**src/rtl/bcd_to_binary_iter.sv**
```systemverilog
// bcd_to_binary_iter
//   Iterative packed-BCD to 32-bit binary converter. It consumes one digit
//   per clock, most-significant digit first, using acc = acc*10 + digit.
//   The start/done handshake is the same as the binary-to-BCD converter's.
//
// Parameters
//   DIGITS      number of BCD digits (1..9), so the result fits in 32 bits
//
// Ports
//   clk         system clock, rising edge
//   rst_n       synchronous active-low reset
//   start       conversion request, sampled only while busy=0
//   bcd_in      packed BCD input, latched on the accepting edge only
//   binary_out  converted value; holds until the next done
//   done        one-cycle pulse when binary_out/err are updated
//   busy        high while a conversion is in progress
//   err         invalid-digit flag, valid with done
//
// Build option
//   BCD2BIN_DIGIT_CHECK_EN: when defined, nibbles above 9 set err and force
//   binary_out to 0. When undefined, err is tied low and such nibbles are
//   accumulated at their raw value (10..15).
module bcd_to_binary_iter #(
  parameter int unsigned DIGITS = 6
) (
  input  logic                  clk,
  input  logic                  rst_n,
  input  logic                  start,
  input  logic [4*DIGITS-1:0]   bcd_in,
  output logic [31:0]           binary_out,
  output logic                  done,
  output logic                  busy,
  output logic                  err
);

  typedef enum logic {
    IDLE,
    CONV
  } state_t;

  state_t state, state_next;

  logic [4*DIGITS-1:0] sr;
  logic [31:0]         acc;
  logic [3:0]          cnt;

  logic [3:0]  d;
  logic [31:0] acc_step;
  logic        last;
  logic        accept;
  logic        finish;

  assign d        = sr[4*DIGITS-1 -: 4];
  // acc*10 written as two shifts plus the new digit
  assign acc_step = (acc << 3) + (acc << 1) + {28'd0, d};
  assign last     = (cnt == 4'(DIGITS - 1));
  assign accept   = (state == IDLE) && start;
  assign finish   = (state == CONV) && last;

`ifdef BCD2BIN_DIGIT_CHECK_EN
  logic bad;
  logic bad_now;
  logic err_q;

  // Includes the current digit so the final nibble is checked too.
  assign bad_now = bad | (d > 4'd9);
  assign err     = err_q;
`else
  assign err = 1'b0;
`endif

  always_comb begin
    state_next = state;
    case (state)
      IDLE:    if (start) state_next = CONV;
      CONV:    if (last)  state_next = IDLE;
      default: state_next = IDLE;
    endcase
  end

  always_ff @(posedge clk) begin
    if (!rst_n) begin
      state <= IDLE;
    end else begin
      state <= state_next;
    end
  end

  always_ff @(posedge clk) begin
    if (!rst_n) begin
      sr         <= '0;
      acc        <= '0;
      cnt        <= '0;
      binary_out <= '0;
      done       <= 1'b0;
      busy       <= 1'b0;
`ifdef BCD2BIN_DIGIT_CHECK_EN
      bad        <= 1'b0;
      err_q      <= 1'b0;
`endif
    end else begin
      done <= 1'b0;
      if (accept) begin
        sr   <= bcd_in;
        acc  <= '0;
        cnt  <= '0;
        busy <= 1'b1;
`ifdef BCD2BIN_DIGIT_CHECK_EN
        bad  <= 1'b0;
`endif
      end else if (state == CONV) begin
        acc <= acc_step;
        sr  <= sr << 4;
        cnt <= cnt + 4'd1;
`ifdef BCD2BIN_DIGIT_CHECK_EN
        bad <= bad_now;
`endif
        if (finish) begin
          done <= 1'b1;
          busy <= 1'b0;
`ifdef BCD2BIN_DIGIT_CHECK_EN
          binary_out <= bad_now ? '0 : acc_step;
          err_q      <= bad_now;
`else
          binary_out <= acc_step;
`endif
        end
      end
    end
  end

endmodule

```
**config.mk**
```make
export PLATFORM = sky130hd
export DESIGN_NAME = bcd_to_binary_iter
export DESIGN_NICKNAME = d
export VERILOG_FILES = /design/src/rtl/bcd_to_binary_iter.sv
export SDC_FILE = /design/constraint.sdc
export NUM_CORES = 1
export LEC_CHECK = 0
export CORE_UTILIZATION = 30
export DETAILED_ROUTE_END_ITERATION = 8
export DONT_BUFFER_PORTS = 1
export GPL_ROUTABILITY_DRIVEN = 0
export GPL_TIMING_DRIVEN = 0
export REMOVE_ABC_BUFFERS = 1
export SKIP_CTS_REPAIR_TIMING = 1
export SLEW_MARGIN = 20
export SYNTH_ARGS = -nofsm -noshare
export SYNTH_HDL_FRONTEND = slang
export SYNTH_SLANG_ARGS = --single-unit
```
**constraint.sdc**
```tcl
create_clock -name clk -period 7.8 [get_ports clk]
set_clock_uncertainty 0.15 [all_clocks]
set_input_delay 1.56 -clock clk [delete_from_list [all_inputs] [get_ports clk]]
set_output_delay 1.56 -clock clk [all_outputs]
set_load 0.02 [all_outputs]
```
## Word level (Yosys, flattened, before mapping)

Index checks and enable logic that the tools add are counted.

| storage, ports and cells | value |
|---|---|
| memories | 0 |
| output and inout bits | 35 |
| word-level logic and storage cells | 31 |
| register bits | 94 |
| latch bits | 0 |
| bits in writable memories | 0 |
| memory bits (read-only) | 0 |

| cells by class | value |
|---|---|
| reduce and logical (&&, ||, !) cells | 8 |
| $lt $le $gt $ge | 0 |
| shift-type cells | 0 |
| equal/unequal tests | 1 |
| divide/modulo/power cells | 0 |
| bitwise operators | 3 |
| mux-type cells | 9 |
| $add $sub $neg | 3 |
| multipliers | 0 |

Operators by type and width:

| operator | number |
|---|---|
| 24-bit 2-to-1 mux | 2 |
| 32-bit adder | 1 |
| 32-bit by 4-bit adder with 32-bit output | 1 |
| 1-bit 2-to-1 mux | 6 |
| 4-bit by 1-bit adder with 4-bit output, second input constant | 1 |
| 4-bit by 3-bit equality test with 1-bit output, second input constant | 1 |
| 2-bit nonzero test | 2 |
| 1-bit NOT | 3 |
| 3-bit AND reduction | 1 |
| 3-bit OR reduction | 1 |
| 1-bit logical AND | 2 |
| 1-bit one-hot mux with 2 select lines | 1 |
| 2-bit AND reduction | 1 |
| 2-bit OR reduction | 1 |

## Depth between registers and ports, before layout

| depth | value |
|---|---|
| depth after elaboration | 5 |
| depth in mapped cells | 12 |
| mapped depth without buffers | 12 |

## Worst setup path before layout

No wires, ideal clock.

| timing | value |
|---|---|
| path type | register to register |
| start point | register sr[23] |
| end point | register acc[21] |
| data required time | 7554 ps |
| data arrival time | 2945 ps |
| path slack | 4609 ps |
| path buffers | 0 |
| setup time | 96 ps |
| stages on the path, launching flop included | 13 |
| cells stage by stage | dfxtp_1 inv_1 fa_1 inv_1 ha_1 a21oi_1 nand4b_2 a2111oi_4 or2_1 a21oi_2 o21a_1 or4b_1 o311ai_1 |

| between the ends | value |
|---|---|
| cells in the longest elaborated chain, start to end | 1 |

Ends and longest elaborated chain:

| element | RTL line | RTL |
|---|---|---|
| from (decl) | 43 | `logic [4*DIGITS-1:0] sr;` |
| from (signal assigned) | 104 | `sr <= bcd_in;` |
| from (signal assigned) | 113 | `sr <= sr << 4;` |
| 32-bit by 4-bit adder with 32-bit output | 55 | `assign acc_step = (acc << 3) + (acc << 1) + {28'd0, d};` |
| to (signal assigned) | 112 | `acc <= acc_step;` |
| to (decl) | 44 | `logic [31:0] acc;` |

No other way between the ends.
A chain may end at the register's enable or synchronous reset.

## Final worst setup path

Ends and elaborated chain as after synthesis.

==> flow_summary.ini <==
[worst_setup_path]
path_common_cell = inv_1
crit_arrival_ns = 3.57
regToRegSetupSlack_ns = 4.34
r2r_cells = 12
startpoint_type = register
startpoint = sr[23]$_SDFFE_PN0P_
cp_num_cells = 12
crit_family = simple AND/OR/NAND/NOR gates
r2r-start = sr[23]$_SDFFE_PN0P_
slowest_delay_ns = 0.58
worstPathMaxFanout = 4
crit_path_end_kind = register
crit_chain = inv_1 > fa_1 > inv_1 > ha_1 > a21oi_1 > nand4b_2 > a2111oi_4 > or2_1 > a21oi_2 > o21a_1 > or4b_1 > o311ai_1
critPathKind = reg2reg
crit_required_ns = 7.91
path_buf_inv = 2
crit_path_top_delay_cell = fa_1

[floorplan]
core_um2 = 18000
row_count = 49
dieHeight_um = 138
die_x_um = 138
die-area_um2 = 19100
io_pins = 62
initial_core_util_pct = 30.8

[synthesis]
ys_seq_area_share_pct = 33.9
synth_top_area_cell = dfxtp_1
yosys.area.top_type_share_pct = 33.9
synth_area_per_cell_um2 = 8.30
synth_edf_count = 0
yosys_warnings = 0
syn_area_um2 = 5550
ys_ff_latch = 94
yosys-top-cells-count = 94 x dfxtp_1, 94 x nor2_1, 69 x a21oi_1, 69 x nand2_1, 60 x ha_1
yosysUniqueCellTypes = 55
synthFlopType = dfxtp_1
async_flop_share_pct = 0
synthTopCellsByArea = dfxtp_1 34%, ha_1 14%, mux2i_1 7.9%
syn_inst = 669

[drt]
vias = 4449
route.detailed.drc = 0
drt_iter0_drc = 291
wl_mm = 13.0
detail-route-antenna-nets = 0
via_per_inst = 5.07
wl_per_cell_um = 14.8
drtPass1Iterations = 5

[cts]
clk_latency_ns = 0.36
ctsHtreeMaxLevel = 3
cts_buffers = 9
path_clk_slew_ns = 0.07
ctsRootBufferMaster = clkbuf_16
cts.path.max_buffers = 2
cts_tree = built
clock-sinks = 94

[pwr]
power_density_nw_per_um2 = 166
p_leak_nw = 2.66
ir_worst_vdd_mv = 0.0903

[sta]
fin_crit_ns = 3.46
finalCritPeriodShare_pct = 44.3
fin_tns_setup_ns = 0
maxSlewViolCount = 0
rsz0062_at_grt = false
fin_hold_ws_ns = 0.344
finalSetupViolations = 0
timing.fmax_mhz = 289
relSlewSlack_pct = 39.4
worst_pin_slew_ns = 0.908
hold_viol_final = 0

[hold_path]
hp-start = sr[13]$_SDFFE_PN0P_
hp-class = reg2reg
hold_path_depth = 2

[layout]
syn_to_final_growth_pct = 8.95
nNetsFinal = 733
antenna_cells = 0
utilization_pct = 33.6
nFillCells = 1915
layout-drive-gt1-share_pct = 4.62

[placement]
portBuffers = 0
hpwl_mm = 9.52

[grt]
grt_overflow = 0
grt_pass1_vias = 4284
gr-usage-all-layers_pct = 14.1
antenna_found_initial = 0
grt_max_degree = 66
grt_pass1_wl_mm = 21.8

[outcome]
status = completed

[run]
drv_cap = 0
## logic make-up after synthesis
logic type | share of synthesized area, %
AO/OA/AOI/OAI | 16.7
other | 0.0675
XOR/XNOR | 4.58
AND/OR/NAND/NOR | 18.6
adder cells (fa/ha/maj) | 14.2
flip-flops | 33.9
multiplexers | 7.93
buffers and inverters | 3.99
## tightest hold or removal path, delay by kind of cell, from the launching register on
kind               cells  cell delay [ns]
AOI/OAI and AO/OA      1             0.06
DFF                    1             0.33
and+or+nand+nor        1             0.07
## per-layer routing
| layer | part of all wire [%] | up-vias | track usage, % |
|---|---|---|---|
| met1 | 48 | 2050 | 17.6 |
| met4 | 1.6 | 0 | 5.67 |
| met2 | 46 | 74 | 23.1 |
| met5 | 0 | - | 0 |
| li1 | - | 2311 | - |
| met3 | 5.2 | 14 | 3.64 |
## area by class of cell
type                    count  area (µm²)  area share (%)
multi-input cells         517        3450            57.1
flip-flops and latches     94        1890            31.2
well taps                 229         287            4.74
clock buffers              10         250            4.14
inverters                  19        71.3            1.18
repair buffers              3        53.8           0.890
clock inverters             6        48.8           0.807
## per-stage QoR
stage               power (mW)  worst slack, ns  cells  instance area [µm²]
finish                    1.00             4.34    878                 6050
global route              1.04             4.10    878                 6050
CTS                       1.02             4.30    878                 6050
detailed placement       0.567             4.35    862                 5750
global placement         0.567             1.64    859                 5690
floorplan                0.553             3.59    630                 5400
## state kept, by name, summed over array words and instances (netlist names)
name and count:
binary_out 32, state 1, cnt 4, sr 24, busy 1, acc 31, done 1
## final timing paths
kind / endpoint
setup reg to reg: acc[21]$_SDFFE_PP0P_
hold reg to reg: sr[17]$_SDFFE_PN0P_
hold / removal: sr[17]$_SDFFE_PN0P_
setup / recovery: acc[21]$_SDFFE_PP0P_
## cell usage in the layout, fill, tap and decap left out, types with 12 or more instances in the layout
| cell | instances |
|---|---|
| a21o_1 | 13 |
| o21ai_0 | 30 |
| xor2_1 | 14 |
| a21oi_1 | 69 |
| nand3_1 | 18 |
| xnor2_1 | 15 |
| mux2i_1 | 44 |
| nand4_1 | 12 |
| ha_1 | 60 |
| nor2_1 | 94 |
| nand2_1 | 68 |
| inv_1 | 18 |
| dfxtp_1 | 93 |
## report_power, final
| part | internal (mW) | switching [mW] |
|---|---|---|
| combinational | 0.0238 | 0.0329 |
| clock | 0.240 | 0.207 |
| sequential | 0.490 | 0.00939 |
No activity file was read; power rests on OpenSTA's default activity.
